[config.mk]
export PLATFORM = sky130hd
export DESIGN_NAME = bitcol_encoder_bitwave_flat
export DESIGN_NICKNAME = d
export VERILOG_FILES = /design/src/rtl/bitcol_encoder_bitwave_pkg.sv /design/src/rtl/bitcol_encoder_bitwave_if.sv /design/src/rtl/bitcol_encoder_bitwave_tc_to_sm.sv /design/src/rtl/bitcol_encoder_bitwave.sv /design/src/flat_wrapper.sv
export SDC_FILE = /design/constraint.sdc
export NUM_CORES = 1
export LEC_CHECK = 0
export ABC_AREA = 1
export CORE_MARGIN = 2
export CORE_UTILIZATION = 30
export CTS_BUF_LIST = sky130_fd_sc_hd__clkbuf_4 sky130_fd_sc_hd__clkbuf_8
export DETAILED_ROUTE_END_ITERATION = 12
export SETUP_SLACK_MARGIN = 0.1
export SLEW_MARGIN = 5
export SYNTH_ARGS = -nofsm -noshare
export SYNTH_HDL_FRONTEND = slang
export SYNTH_SLANG_ARGS = --single-unit
[constraint.sdc]
create_clock -name clk -period 3.1 [get_ports clk]
set_input_delay 0.465 -clock clk [delete_from_list [all_inputs] [get_ports clk]]
set_output_delay 0.465 -clock clk [all_outputs]
set_load 0.01 [all_outputs]
[src/rtl/bitcol_encoder_bitwave_pkg.sv]
// Shared defaults, FSM state type and bit-scan helpers for the Bitwave bit-column encoder.
package bitwave_pkg;

  localparam int BW_DATA_WIDTH = 8;
  localparam int BW_VEC_LENGTH = 8;

  typedef enum logic {
    IDLE   = 1'b0,
    STREAM = 1'b1
  } bw_state_e;

  // Index of the lowest set bit; an all-zero vector maps to index 0.
  function automatic int unsigned lowest_set_idx(input logic [31:0] v);
    int unsigned idx;
    idx = 32'd0;
    for (int k = 31; k >= 0; k--) begin
      if (v[k]) begin
        idx = k;
      end
    end
    return idx;
  endfunction

  function automatic int unsigned popcount(input logic [31:0] v);
    int unsigned n;
    n = 32'd0;
    for (int k = 0; k < 32; k++) begin
      n = n + {31'd0, v[k]};
    end
    return n;
  endfunction

endpackage

[src/rtl/bitcol_encoder_bitwave_if.sv]
// Weight-group input and bit-column output handshake bundle of the encoder.
interface bitcol_encoder_bitwave_if
  import bitwave_pkg::*;
#(
  parameter int DATA_WIDTH = BW_DATA_WIDTH,
  parameter int VEC_LENGTH = BW_VEC_LENGTH,
  parameter int SEL_WIDTH  = $clog2(DATA_WIDTH),
  parameter int CNT_WIDTH  = $clog2(DATA_WIDTH + 1)
);
  logic                                 in_valid;
  logic                                 in_ready;
  logic [VEC_LENGTH-1:0][DATA_WIDTH-1:0] in_weight;
  logic                                 out_valid;
  logic                                 out_ready;
  logic [DATA_WIDTH-1:0]                out_col_mask;
  logic [CNT_WIDTH-1:0]                 out_nz_col_num;
  logic [VEC_LENGTH-1:0]                out_col_data;
  logic [SEL_WIDTH-1:0]                 out_col_idx;
  logic                                 out_last;
  logic                                 out_empty;

  modport master (
    output in_valid, in_weight, out_ready,
    input  in_ready, out_valid, out_col_mask, out_nz_col_num,
           out_col_data, out_col_idx, out_last, out_empty
  );

  modport slave (
    input  in_valid, in_weight, out_ready,
    output in_ready, out_valid, out_col_mask, out_nz_col_num,
           out_col_data, out_col_idx, out_last, out_empty
  );
endinterface

[src/rtl/bitcol_encoder_bitwave_tc_to_sm.sv]
// Per-lane two's-complement to sign-magnitude converter; the most negative value saturates.
module tc_to_sm #(
  parameter int DATA_WIDTH = 8
) (
  input  logic [DATA_WIDTH-1:0] w_i,
  output logic                  sign_o,
  output logic [DATA_WIDTH-2:0] mag_o
);
  localparam logic [DATA_WIDTH-1:0] MOST_NEG = {1'b1, {(DATA_WIDTH-1){1'b0}}};
  localparam logic [DATA_WIDTH-2:0] ONE_M    = {{(DATA_WIDTH-2){1'b0}}, 1'b1};

  logic [DATA_WIDTH-2:0] neg_s;

  // Negation only needs the magnitude bits; the lost MSB is exactly the saturation case.
  always_comb begin
    neg_s  = (~w_i[DATA_WIDTH-2:0]) + ONE_M;
    sign_o = w_i[DATA_WIDTH-1];
    if (w_i == MOST_NEG) begin
      mag_o = '1;
    end else if (w_i[DATA_WIDTH-1]) begin
      mag_o = neg_s;
    end else begin
      mag_o = w_i[DATA_WIDTH-2:0];
    end
  end
endmodule

[src/rtl/bitcol_encoder_bitwave.sv]
// Bitwave bit-column encoder: streams the non-zero sign-magnitude columns of a weight group.
// Define BITWAVE_SIGN_COL_EN to also stream the sign column as the final beat.
module bitcol_encoder_bitwave
  import bitwave_pkg::*;
#(
  parameter int DATA_WIDTH = BW_DATA_WIDTH,
  parameter int VEC_LENGTH = BW_VEC_LENGTH,
  parameter int SEL_WIDTH  = $clog2(DATA_WIDTH),
  parameter int CNT_WIDTH  = $clog2(DATA_WIDTH + 1)
) (
  input logic                    clk,
  input logic                    reset,
  bitcol_encoder_bitwave_if.slave bus
);
`ifdef BITWAVE_SIGN_COL_EN
  localparam logic [DATA_WIDTH-1:0] STREAM_MASK = {DATA_WIDTH{1'b1}};
`else
  localparam logic [DATA_WIDTH-1:0] STREAM_MASK = {1'b0, {(DATA_WIDTH-1){1'b1}}};
`endif
  localparam logic [DATA_WIDTH-1:0] ONE_W = {{(DATA_WIDTH-1){1'b0}}, 1'b1};

  bw_state_e                             state_q, state_d;
  logic [VEC_LENGTH-1:0][DATA_WIDTH-1:0] sm_q, sm_d;
  logic [DATA_WIDTH-1:0]                 mask_q, mask_d, pend_q, pend_d, mask_s;
  logic [CNT_WIDTH-1:0]                  cnt_q, cnt_d, cnt_s;
  logic [VEC_LENGTH-1:0]                 sign_s, col_s;
  logic [VEC_LENGTH-1:0][DATA_WIDTH-2:0] mag_s;
  logic [SEL_WIDTH-1:0]                  idx_s;
  logic                                  valid_s, last_s, empty_s;
  logic                                  beat_fire_s, in_ready_s, in_fire_s;

  for (genvar g = 0; g < VEC_LENGTH; g++) begin : g_lane
    tc_to_sm #(.DATA_WIDTH(DATA_WIDTH)) u_tc_to_sm (
      .w_i    (bus.in_weight[g]),
      .sign_o (sign_s[g]),
      .mag_o  (mag_s[g])
    );
  end

  // Column mask and population count of the incoming group.
  always_comb begin
    mask_s = '0;
    for (int j = 0; j < DATA_WIDTH - 1; j++) begin
      for (int i = 0; i < VEC_LENGTH; i++) begin
        mask_s[j] = mask_s[j] | mag_s[i][j];
      end
    end
    mask_s[DATA_WIDTH-1] = |sign_s;
    cnt_s = CNT_WIDTH'(popcount(32'(mask_s)));
  end

  // Beat decode from the registered group and pending-column set.
  always_comb begin
    valid_s = (state_q == STREAM);
    idx_s   = SEL_WIDTH'(lowest_set_idx(32'(pend_q)));
    for (int i = 0; i < VEC_LENGTH; i++) begin
      col_s[i] = valid_s & sm_q[i][idx_s];
    end
    last_s      = valid_s & ((pend_q & (pend_q - ONE_W)) == '0);
    empty_s     = valid_s & (pend_q == '0);
    beat_fire_s = valid_s & bus.out_ready;
    in_ready_s  = ~reset & ((state_q == IDLE) | (beat_fire_s & last_s));
    in_fire_s   = bus.in_valid & in_ready_s;
  end

  // Next-state: load on input accept, otherwise retire one column per accepted beat.
  always_comb begin
    state_d = state_q;
    sm_d    = sm_q;
    mask_d  = mask_q;
    cnt_d   = cnt_q;
    pend_d  = pend_q;
    if (in_fire_s) begin
      state_d = STREAM;
      for (int i = 0; i < VEC_LENGTH; i++) begin
        sm_d[i] = {sign_s[i], mag_s[i]};
      end
      mask_d = mask_s;
      cnt_d  = cnt_s;
      pend_d = mask_s & STREAM_MASK;
    end else begin
      case (state_q)
        IDLE: begin
          state_d = IDLE;
        end
        STREAM: begin
          if (beat_fire_s & last_s) begin
            state_d = IDLE;
            pend_d  = '0;
          end else if (beat_fire_s) begin
            pend_d = pend_q & (pend_q - ONE_W);
          end else begin
            pend_d = pend_q;
          end
        end
        default: begin
          state_d = IDLE;
        end
      endcase
    end
  end

  // Group registers; reset discards any group in flight.
  always_ff @(posedge clk or posedge reset) begin
    if (reset) begin
      state_q <= IDLE;
      sm_q    <= '0;
      mask_q  <= '0;
      cnt_q   <= '0;
      pend_q  <= '0;
    end else begin
      state_q <= state_d;
      sm_q    <= sm_d;
      mask_q  <= mask_d;
      cnt_q   <= cnt_d;
      pend_q  <= pend_d;
    end
  end

  assign bus.in_ready       = in_ready_s;
  assign bus.out_valid      = valid_s;
  assign bus.out_col_mask   = mask_q;
  assign bus.out_nz_col_num = cnt_q;
  assign bus.out_col_data   = col_s;
  assign bus.out_col_idx    = idx_s;
  assign bus.out_last       = last_s;
  assign bus.out_empty      = empty_s;
endmodule

[src/flat_wrapper.sv]
// flat-port wrapper written by rule: the top's interface ports become plain ports
module bitcol_encoder_bitwave_flat import bitwave_pkg::*;
#(
  parameter int DATA_WIDTH = BW_DATA_WIDTH,
  parameter int VEC_LENGTH = BW_VEC_LENGTH,
  parameter int SEL_WIDTH  = $clog2(DATA_WIDTH),
  parameter int CNT_WIDTH  = $clog2(DATA_WIDTH + 1)
)
  (clk, reset, bus_in_valid, bus_in_weight, bus_out_ready, bus_in_ready, bus_out_valid, bus_out_col_mask, bus_out_nz_col_num, bus_out_col_data, bus_out_col_idx, bus_out_last, bus_out_empty);
  bitcol_encoder_bitwave_if #(.DATA_WIDTH(DATA_WIDTH), .VEC_LENGTH(VEC_LENGTH), .SEL_WIDTH(SEL_WIDTH), .CNT_WIDTH(CNT_WIDTH)) bus_i ();
  input logic clk;
  input logic reset;
  input wire logic [$bits(bus_i.in_valid)-1:0] bus_in_valid;
  input wire logic [$bits(bus_i.in_weight)-1:0] bus_in_weight;
  input wire logic [$bits(bus_i.out_ready)-1:0] bus_out_ready;
  output wire logic [$bits(bus_i.in_ready)-1:0] bus_in_ready;
  output wire logic [$bits(bus_i.out_valid)-1:0] bus_out_valid;
  output wire logic [$bits(bus_i.out_col_mask)-1:0] bus_out_col_mask;
  output wire logic [$bits(bus_i.out_nz_col_num)-1:0] bus_out_nz_col_num;
  output wire logic [$bits(bus_i.out_col_data)-1:0] bus_out_col_data;
  output wire logic [$bits(bus_i.out_col_idx)-1:0] bus_out_col_idx;
  output wire logic [$bits(bus_i.out_last)-1:0] bus_out_last;
  output wire logic [$bits(bus_i.out_empty)-1:0] bus_out_empty;
  assign bus_i.in_valid = bus_in_valid;
  assign bus_i.in_weight = bus_in_weight;
  assign bus_i.out_ready = bus_out_ready;
  assign bus_in_ready = bus_i.in_ready;
  assign bus_out_valid = bus_i.out_valid;
  assign bus_out_col_mask = bus_i.out_col_mask;
  assign bus_out_nz_col_num = bus_i.out_nz_col_num;
  assign bus_out_col_data = bus_i.out_col_data;
  assign bus_out_col_idx = bus_i.out_col_idx;
  assign bus_out_last = bus_i.out_last;
  assign bus_out_empty = bus_i.out_empty;
  bitcol_encoder_bitwave #(.DATA_WIDTH(DATA_WIDTH), .VEC_LENGTH(VEC_LENGTH), .SEL_WIDTH(SEL_WIDTH), .CNT_WIDTH(CNT_WIDTH)) u_core (.clk(clk), .reset(reset), .bus(bus_i));
endmodule
==> results.txt <==
worst hold margin: 0.449 ns
Max Freq: 0.287 GHz
post-route total power: 6.69 mW
CP Class: input pin to flop
diode count: 0
Critical Path Source Type: input pin
Distinct cells, synth: 33
nets: 1263
Max Cap Violations: 0
final core utilization: 46.6%
post-synthesis sequential area ratio: 35.6%
post-layout min period: 3.49 ns
layout cells sized above 1: 31.9%
Syn Inst Count: 917
Final GP Congestion: 0.856
Least-Margin Pin Slew: 0.673 ns
total CTS buffers: 9
Sink Count: 85
total gr overflow: 0
die height: 145 um
Tcrit/Tclk final: 112%
largest net degree at the start of global routing: 144
port bufs: 94
Initial Util: 30.6%
failing checks: negative setup slack
htree depth: 3
vias in the first global route: 6752
number of fill cells: 1999
PnR worst setup slack: -0.385 ns
Die W: 145 um
DRT antenna net count: 0
worst vdd ir: 0.000367 V
Power Density: 735 mW/mm^2
Yosys top cell area share: 35.6%
Initial DRT Pass Iterations: 5
Root Driver: clkbuf_8
DRC viols: 0
clock slew at reported path FFs: 0.09 ns
WP data required: 3.40 ns
RSZ-0062 raised after global routing: yes
synthesis-to-finish area growth: 52.3%
area leader, netlist: dfrtp_1
Clock Skew: 0.0108 ns
synthesized area: 0.00598 sq mm
max-slew violation count: 0
wire length of the first global-routing pass: 32300 um
Synth Area per Inst: 6.52 sq um
setup violators final: 4
crit path max fanout: 2
Hold Path Class: input pin to flop
clk buf depth: 2
Avg Vias per Cell: 4.70
Worst slew margin: 55.1%
Yosys Warn Count: 0
core region area: 0.0195 sq mm
endpoint class of the critical path: flop
die area: 0.0211 sq mm
P_leak: 4.74 nW
Detailed Place HPWL: 13800 um
status: finished, violations left
# rows: 51
post-synthesis register bit count: 85
CP Data Arrival Time: 3.78 ns
hold_buf cts: 0
GRT Resource Usage Total: 18.8%
DR iter-0 viols: 497
DR WL/cell: 13.5 um
initial antenna violation count: 0
most area-consuming cells after synthesis: dfrtp_1 (36%), nand2_1 (16%), nand3_1 (8.3%)
Clk Latency, worst-skew pair: 0.37 ns
syn_nets: 1000
Final Hold Viols: 0
# IOs: 95
vias post-DR: 6810
CTS tree: built
setup TNS: -1.05 ns
Total Routed Length: 19500 um
==> cell usage in the layout (no fill, tap or decap), types with 8 or more instances in the layout <==
cell type,synthesis,final
nand2_1,261,244
buf_4,1,185
nand3_1,99,89
nor2_1,123,88
dfrtp_1,85,84
inv_1,120,79
o21ai_1,50,53
dlygate4sd2_1,0,38
inv_2,0,35
a21oi_1,38,35
o21ai_0,37,26
nor2_2,0,24
clkdlybuf4s50_1,0,22
nand3b_1,18,18
nand2_2,3,14
buf_6,8,13
nor2_4,1,12
nand4_1,12,12
nand3_2,2,11
clkbuf_8,0,11
o21ai_2,4,10
buf_2,8,9
ha_4,0,8
clkbuf_2,1,8
==> path summary, 6_finish.rpt <==
| path | start | to | slack, ns | depth (start not counted) |
|---|---|---|---|---|
| worst max-delay path | bus_in_weight[17] | u_core.bus.out_nz_col_num[1] | -0.39 | 18 |
| worst min-delay path | bus_in_weight[24] | u_core.sm_q[24] | 0.45 | 4 |
| worst max register to register | u_core.pend_q[1] | u_core.sm_q[59] | 0.95 | 10 |
| worst min register to register | u_core.sm_q[27] | u_core.sm_q[27] | 0.48 | 2 |
| max in group asynchronous | reset | u_core.sm_q[59] | 1.44 | 4 |
| min in group asynchronous | reset | u_core.sm_q[34] | 0.71 | 3 |
==> what timing repair did <==
action                                  CTS  global route
endpoints found under the setup margin   12             9
resized for setup                       243            48
pin swaps                                47            20
buffers inserted                         43             4
==> metrics by stage <==
stage	cells	area [sq um]	setup slack [ns]
final	1449	9100	-0.385
after detailed placement	1393	8310	-1.28
after global routing	1449	9100	-0.507
after floorplan	917	6100	-0.481
after global placement	1393	8310	-1.25
after CTS	1451	9050	-0.441
==> kinds of logic (layout without fill, tap and decap cells) <==
family,count (synthesis),after routing,share of synthesized area (%)
buffers and inverters,155,422,11.0
AO/OA/AOI/OAI,132,132,11.4
flip-flops,85,85,35.6
adder cells (fa/ha/maj),15,15,3.64
XOR/XNOR,2,2,0.293
AND/OR/NAND/NOR,528,528,38.1
==> area by class of cell <==
type	instances	area [sq um]	share of cell area, %
inverter	121	480	5.28
sequential	85	2130	23.4
multi-input combinational	677	3660	40.2
clock inverter	3	43.8	0.481
timing repair buffer	286	2300	25.3
tap	265	332	3.64
clock buffer	12	159	1.75
==> per-layer routing <==
| metal | vias up | share of wire (%) | GRT usage (%) | routed length, um |
|---|---|---|---|---|
| met5 | - | 0 | 0 | 0 |
| met4 | 0 | 1.9 | 4.56 | 375 |
| met3 | 32 | 5.5 | 2.92 | 1070 |
| met2 | 169 | 48 | 32.5 | 9330 |
| met1 | 3145 | 45 | 24.5 | 8740 |
| li1 | 3464 | - | - | - |
==> flip-flops by register name, summed over array words and instances (netlist names) <==
| register | flops |
|---|---|
| u_core.bus.out_col_mask | 8 |
| u_core.bus.out_valid | 1 |
| u_core.sm_q | 64 |
| u_core.pend_q | 8 |
| u_core.bus.out_nz_col_num | 4 |
==> critical path: stages <==
cell and delay, ns:
buf_6 0.09, inv_4 0.05, ha_4 0.20, nand2_4 0.06, o21ai_4 0.06, a31oi_4 0.17
buf_6 0.13, nand3_2 0.08, nand3b_1 0.18, ha_1 0.31, inv_2 0.04, fa_1 0.46
fa_1 0.50, inv_1 0.05, fa_2 0.34, inv_2 0.07, fa_2 0.42, o21ai_1 0.12
==> power by group <==
group          total (mW)  internal [mW]  switching (mW)
logic                3.95           1.67            2.28
clock network       0.841          0.423           0.417
registers            1.90           1.60           0.300
==> cells in the mapped netlist <==
library cell and count:
buf_1 1, xor2_1 2, a21oi_1 38, o31ai_1 1
nor2_4 1, buf_6 8, nor3_1 2, nand3_4 1
buf_2 8, nor3b_1 1, a21oi_2 1, ha_1 11
dfrtp_1 85, nor2_1 123, o21ai_0 37, nand4_1 12
o21ai_2 4, clkbuf_1 15, a31oi_1 1, or2_2 3
clkinv_1 1, fa_1 4, clkbuf_2 1, nand2_1 261
buf_4 1, inv_1 120, nand3_2 2, o21ai_1 50
nand2_2 3, nand3_1 99, nor2_8 1, nand3b_1 18
and2_1 1
No activity file was read; power rests on OpenSTA's default activity.
